==> src/rtl/data_mover_pkg.sv <==
`default_nettype none
// +----------------------------------------------------------------------+
// | Module   : data_mover_pkg                                            |
// | Purpose  : Shared state encoding and operation-mode constants for    |
// |            the BRAM-to-BRAM data mover.                              |
// | Revision : 1.0  initial release                                      |
// +----------------------------------------------------------------------+
package data_mover_pkg;

  // Job sequencer states
  typedef enum logic [1:0] {
    ST_IDLE = 2'd0,
    ST_RUN  = 2'd1,
    ST_DONE = 2'd2
  } state_t;

  // Operation applied to each word at the first pipeline stage.
  // Encoding 3 is reserved and behaves as a plain copy.
  localparam logic [1:0] MODE_COPY = 2'd0;
  localparam logic [1:0] MODE_ADD  = 2'd1;
  localparam logic [1:0] MODE_INV  = 2'd2;

endpackage
`default_nettype wire

==> src/rtl/dm_core_pipe.sv <==
`default_nettype none
// +----------------------------------------------------------------------+
// | Module   : dm_core_pipe                                              |
// | Purpose  : CORE_DELAY-deep valid/data shift register; the selected   |
// |            operation is applied while loading stage 1.               |
// | Revision : 1.0  initial release                                      |
// +----------------------------------------------------------------------+
module dm_core_pipe
  import data_mover_pkg::*;
#(
  parameter int DWIDTH     = 32,
  parameter int CORE_DELAY = 5
) (
  input  logic              clk,
  input  logic              reset,
  input  logic              i_valid,
  input  logic [DWIDTH-1:0] i_data,
  input  logic [1:0]        i_mode,
  input  logic [DWIDTH-1:0] i_const,
  output logic              o_valid,
  output logic [DWIDTH-1:0] o_data,
  output logic              o_busy
);

  logic [CORE_DELAY-1:0] valid_sr;
  logic [DWIDTH-1:0]     data_sr [CORE_DELAY];
  logic [DWIDTH-1:0]     op_data;

  // Stage-1 operation; the add wraps naturally at DWIDTH bits
  always_comb begin
    op_data = i_data;
    case (i_mode)
      MODE_ADD: op_data = i_data + i_const;
      MODE_INV: op_data = ~i_data;
      default:  op_data = i_data;
    endcase
  end

  // Shift valid flags and data one stage per clock
  always_ff @(posedge clk or posedge reset) begin
    if (reset) begin
      valid_sr <= '0;
      for (int i = 0; i < CORE_DELAY; i++) begin
        data_sr[i] <= '0;
      end
    end else begin
      valid_sr[0] <= i_valid;
      data_sr[0]  <= op_data;
      for (int i = 1; i < CORE_DELAY; i++) begin
        valid_sr[i] <= valid_sr[i-1];
        data_sr[i]  <= data_sr[i-1];
      end
    end
  end

  assign o_valid = valid_sr[CORE_DELAY-1];
  assign o_data  = data_sr[CORE_DELAY-1];
  assign o_busy  = |valid_sr;

endmodule
`default_nettype wire

==> src/rtl/data_mover_bram_pipe.sv <==
`default_nettype none
// +----------------------------------------------------------------------+
// | Module   : data_mover_bram_pipe                                      |
// | Purpose  : Moves N words BRAM0 -> processing pipe -> BRAM1 with      |
// |            programmable base addresses, mode and abort-with-drain.   |
// | Revision : 1.0  initial release                                      |
// +----------------------------------------------------------------------+
module data_mover_bram_pipe
  import data_mover_pkg::*;
#(
  parameter int DWIDTH     = 32,
  parameter int AWIDTH     = 12,
  parameter int MEM_SIZE   = 4096,
  parameter int CORE_DELAY = 5
) (
  input  logic              clk,
  input  logic              reset,
  input  logic              i_run,
  input  logic              i_abort,
  input  logic [AWIDTH:0]   i_num_cnt,
  input  logic [AWIDTH-1:0] i_src_addr,
  input  logic [AWIDTH-1:0] i_dst_addr,
  input  logic [1:0]        i_mode,
  input  logic [DWIDTH-1:0] i_const,
  output logic              o_idle,
  output logic              o_read,
  output logic              o_write,
  output logic              o_done,
  output logic              o_aborted,
  output logic [AWIDTH-1:0] addr_b0,
  output logic              ce_b0,
  output logic              we_b0,
  output logic [DWIDTH-1:0] d_b0,
  input  logic [DWIDTH-1:0] q_b0,
  output logic [AWIDTH-1:0] addr_b1,
  output logic              ce_b1,
  output logic              we_b1,
  output logic [DWIDTH-1:0] d_b1,
  input  logic [DWIDTH-1:0] q_b1
);

  localparam logic [AWIDTH:0] MAX_CNT = (AWIDTH+1)'(MEM_SIZE);

  state_t              state, next_state;
  logic [AWIDTH:0]     n_lat, rd_cnt, wr_cnt;
  logic [AWIDTH:0]     rd_next, wr_next, n_target, n_in;
  logic [AWIDTH-1:0]   src_lat, dst_lat;
  logic [1:0]          mode_lat;
  logic [DWIDTH-1:0]   const_lat;
  logic                aborted;
  logic                rd_valid;
  logic                issue;
  logic                pipe_valid, pipe_busy;
  logic [DWIDTH-1:0]   pipe_data;
  logic                unused_q_b1;

  // Port B of BRAM1 belongs to the host; its read data is never consumed
  assign unused_q_b1 = ^q_b1;

  // Requests beyond the memory depth are clamped to a full-depth move
  assign n_in = (i_num_cnt > MAX_CNT) ? MAX_CNT : i_num_cnt;

  // A read goes out every RUN cycle until the count is met or an abort landed
  assign issue   = (state == ST_RUN) && (rd_cnt < n_lat) && !aborted;
  assign rd_next = rd_cnt + (AWIDTH+1)'(issue);
  assign wr_next = wr_cnt + (AWIDTH+1)'(pipe_valid);

  // An abort arriving this cycle shrinks the target to the reads issued so far
  assign n_target = (i_abort && !aborted) ? rd_next : n_lat;

  // State register
  always_ff @(posedge clk or posedge reset) begin
    if (reset) begin
      state <= ST_IDLE;
    end else begin
      state <= next_state;
    end
  end

  // Next-state logic; once writes equal issued reads the pipe is necessarily empty
  always_comb begin
    next_state = state;
    case (state)
      ST_IDLE: if (i_run) next_state = ST_RUN;
      ST_RUN:  if (wr_next == n_target) next_state = ST_DONE;
      ST_DONE: next_state = ST_IDLE;
      default: next_state = ST_IDLE;
    endcase
  end

  // Job parameters, counters, abort flag and the BRAM-latency valid stage
  always_ff @(posedge clk or posedge reset) begin
    if (reset) begin
      n_lat     <= '0;
      src_lat   <= '0;
      dst_lat   <= '0;
      mode_lat  <= MODE_COPY;
      const_lat <= '0;
      rd_cnt    <= '0;
      wr_cnt    <= '0;
      aborted   <= 1'b0;
      rd_valid  <= 1'b0;
    end else begin
      rd_valid <= issue;
      if (state == ST_IDLE && i_run) begin
        n_lat     <= n_in;
        src_lat   <= i_src_addr;
        dst_lat   <= i_dst_addr;
        mode_lat  <= i_mode;
        const_lat <= i_const;
        rd_cnt    <= '0;
        wr_cnt    <= '0;
        aborted   <= 1'b0;
      end else if (state == ST_RUN) begin
        rd_cnt <= rd_next;
        wr_cnt <= wr_next;
        if (i_abort && !aborted) begin
          aborted <= 1'b1;
          n_lat   <= rd_next;
        end
      end
    end
  end

  dm_core_pipe #(
    .DWIDTH     (DWIDTH),
    .CORE_DELAY (CORE_DELAY)
  ) u_core_pipe (
    .clk     (clk),
    .reset   (reset),
    .i_valid (rd_valid),
    .i_data  (q_b0),
    .i_mode  (mode_lat),
    .i_const (const_lat),
    .o_valid (pipe_valid),
    .o_data  (pipe_data),
    .o_busy  (pipe_busy)
  );

  // BRAM0 read port: address is driven only while a read is issued
  assign ce_b0   = issue;
  assign we_b0   = 1'b0;
  assign d_b0    = '0;
  assign addr_b0 = issue ? (src_lat + rd_cnt[AWIDTH-1:0]) : '0;

  // BRAM1 write port: last pipeline stage drives a write directly
  assign ce_b1   = pipe_valid;
  assign we_b1   = pipe_valid;
  assign addr_b1 = pipe_valid ? (dst_lat + wr_cnt[AWIDTH-1:0]) : '0;
  assign d_b1    = pipe_valid ? pipe_data : '0;

  // Status
  assign o_idle    = (state == ST_IDLE);
  assign o_read    = issue;
  assign o_write   = rd_valid | pipe_busy;
  assign o_done    = (state == ST_DONE);
  assign o_aborted = aborted;

endmodule
`default_nettype wire

==> config.mk <==
export PLATFORM = sky130hd
export DESIGN_NAME = data_mover_bram_pipe
export DESIGN_NICKNAME = d
export VERILOG_FILES = /design/src/rtl/data_mover_pkg.sv /design/src/rtl/dm_core_pipe.sv /design/src/rtl/data_mover_bram_pipe.sv
export SDC_FILE = /design/constraint.sdc
export NUM_CORES = 1
export LEC_CHECK = 0
export BUFFER_PORTS_ARGS = -buffer_cell sky130_fd_sc_hd__buf_4
export CORE_MARGIN = 5
export CORE_UTILIZATION = 47
export CTS_CLUSTER_SIZE = 20
export DETAILED_ROUTE_END_ITERATION = 12
export MAX_ROUTING_LAYER = met4
export PLACE_DENSITY = 0.68
export SYNTH_ARGS = -nofsm -noshare
export SYNTH_HDL_FRONTEND = slang
export SYNTH_HIERARCHICAL = 1
export SYNTH_SLANG_ARGS = --single-unit
==> constraint.sdc <==
create_clock -name clk -period 6.9 [get_ports clk]
set_input_delay 1.035 -clock clk [delete_from_list [all_inputs] [get_ports clk]]
set_output_delay 1.035 -clock clk [all_outputs]
set_load 0.02 [all_outputs]
==> results.ini <==
[synthesis]
ys_ff_latch=266
synth_common_cells=266 x dfrtp_1, 227 x nand2_1, 74 x a21oi_1, 74 x nor2_1, 71 x ha_1
syn_inst=1347
synthesis.area_um2=13400
synth.most_common_cell=dfrtp_1
synth-main-ff-cell=dfrtp_1
ys_warn_count=6
synth_area_leaders=dfrtp_1 50%, ha_1 6.6%, nand2_1 6.4%
synth.top_cell.area_share_pct=49.7
ys_seq_area_share_pct=49.7
synth_edf_count=0
ys_types=77
avgSynthCellArea_um2=9.95
async_flop_share_pct=100
synth_top_area_cell=dfrtp_1

[floorplan]
start_util_pct=48.0
die_area_um2=32000
die_x_um=179
placementRows=61
io_pins=236
die_h_um=179
core-area_um2=27900

[cts]
clk_pin_slew_ps=60
h-tree-depth=1
cts_sinks=266
cts_setup_buffers=0
cts-root-buf=clkbuf_16
worst_skew_pair.late_latency_ps=540
cts_buffer_depth=3
cts_tree=yes
hold_buffers=0
cts_resized=0
numCtsBuffers=28

[grt]
grt_start_max_net_pins=105
track_usage_pct=19.9
overflow=0
antenna_found_initial=4
grt_pass1_vias=9448
grt_pass1_wl_um=50000

[routing]
drt_first_iter_violations=714
via_per_inst=5.25
drt_wl_total_um=31100
num_vias=9833
drc=0
detail_route.wl_per_cell_um=16.6
drt-pass1-iter-count=6
drtAntennaViolNets=0

[sta]
rsz0062_at_grt=no
fmax_ghz=0.203
tightest_slew_ps=943
clock_skew_ps=15.6
worst_slack_ps=1970
fin_tns_setup_ps=0
period_needed_ps=4930
setup_viol=0
slew_headroom_pct=37.1
period_share_pct=71.5
hold_viol_final=0
slew_viol_final=0

[worst_hold_path]
holdPathStages=0
hold_path_class=flop to flop

[setup_path]
worstPathMaxFanout=44
path_cells=nand2b_1 -> buf_4 -> or3_1 -> a221o_1 -> nor3_1 -> o21ai_1 -> nand2_1 -> ha_1 -> ha_1 -> nand2_1 -> or4_1 -> xnor2_1 -> a21oi_1 -> xnor2_1 -> nor4_1 -> a31oi_1
crit_path_end_kind=flop
cp_data_arrival_time_ps=5310
cp_num_buf_inv=1
crit_path_max_incr_delay_ps=610
cp_top_family=simple AND/OR/NAND/NOR gates
rrSetupSlack_ps=1970
startpoint_type=flop
cp.depth=16
worstPathRequired_ps=7270
crit_type=flop to flop
slowest_stage=or4_1
ff2ff_path_depth=16

[final_layout]
drive_gt1_share_pct=17.0
fin_nets=1682
areaGrowthSynthToFinish_pct=15.7
filler_cell_count=2495

[pwr]
p_leak_uw=0.00758
power_density_nw_per_um2=447
ir_worst_vdd_v=0.000215

[placement]
hpwl_um=22600
port_buffers=170
place_congestion=0.906
pre_cts_slack_ps=1970

[run_status]
outcome=complete, no violations

[flow_run]
cap_viol_max_count=0

logic make-up after synthesis:
kind of cell | share of synthesized area, %
multiplexers | 0.616
AND/OR/NAND/NOR | 16.2
adder cells (fa/ha/maj) | 7.08
other | 0.0280
flip-flops | 49.7
XOR/XNOR | 4.51
buffers and inverters | 6.98
AO/OA/AOI/OAI | 14.9
power breakdown:
part / total, uW / internal, uW / switching (uW)
Combinational: 2880 / 1190 / 1690
Sequential: 2620 / 2280 / 349
Clock: 1420 / 820 / 598
Total: 6930 / 4290 / 2640
path summary, 6_finish.rpt:
check,start,end
setup reg to reg,state[1]$_DFFE_PP0P_,state[0]$_DFFE_PP0P_
hold / removal,u_core_pipe/data_sr[149]$_DFF_PP0_,u_core_pipe/data_sr[117]$_DFF_PP0_
hold reg to reg,u_core_pipe/data_sr[149]$_DFF_PP0_,u_core_pipe/data_sr[117]$_DFF_PP0_
setup / recovery,state[1]$_DFFE_PP0P_,state[0]$_DFFE_PP0P_
min in group asynchronous,reset,dst_lat[1]$_DFFE_PP0P_
max in group asynchronous,reset,u_core_pipe/o_data[6]$_DFF_PP0_
final cells by class:
class                           instances  area, um2  area share (%)
Sequential cell                       266       6660            42.9
Multi-Input combinational cell        943       5930            38.3
Timing Repair Buffer                  180       1350            8.72
Clock buffer                           37        764            4.93
Tap cell                              378        473            3.05
Inverter                               50        195            1.26
Clock inverter                         14        116           0.751
Antenna cell                            4       10.0          0.0646
placed cells by master, fill, tap and decap left out, types with 5 or more instances in the layout:
cell,instances
ha_1,71
and3_1,10
clkinv_2,10
buf_4,180
clkbuf_16,28
a211oi_1,9
nand2b_1,14
inv_1,48
o31ai_1,15
nor3_1,17
nor3b_1,5
nand2_1,226
a31oi_1,15
nand4_1,8
nor2b_1,6
a221o_1,6
and2_1,51
nor2_1,74
xor2_1,32
nand3_1,23
o221ai_1,6
xnor2_1,37
or4_1,6
o21ai_0,57
clkbuf_1,6
conb_1,33
dfrtp_1,266
mux2i_1,6
a221oi_1,20
a21oi_1,74
o21ai_1,6
or3_1,9
a21o_1,17
o21a_1,10
sequential cells by signal (all words and copies together) (netlist names), 5 cells and up:
| name | cells |
|---|---|
| u_core_pipe/o_data | 32 |
| u_core_pipe/data_sr | 128 |
| dst_lat | 12 |
| const_lat | 32 |
| u_core_pipe/valid_sr | 5 |
| rd_cnt | 13 |
| n_lat | 13 |
| src_lat | 12 |
| wr_cnt | 13 |
stage by stage:
| step | total power [uW] | cells | utilization, % | cell area [um2] | hold slack [ps] |
|---|---|---|---|---|---|
| detailed placement | 5510 | 1817 | 52.3 | 14600 | 335 |
| floorplan | 4870 | 1379 | - | 13500 | 331 |
| global route | 7450 | 1872 | 55.5 | 15500 | 351 |
| finish | 6930 | 1872 | 55.5 | 15500 | 341 |
| global placement | 5420 | 1817 | 52.3 | 14600 | 331 |
| CTS | 6980 | 1868 | 55.5 | 15500 | 340 |
per-layer routing:
layer	GRT usage, %	up-vias	wire length (um)	part of all wire (%)
met4	5.31	0	770	2.5
li1	-	4808	-	-
met3	3.71	56	2160	6.9
met2	30.5	316	14300	46
met5	-	-	0	0
met1	27.6	4653	13900	45
Note: power is estimated with default switching activity, not from simulation.
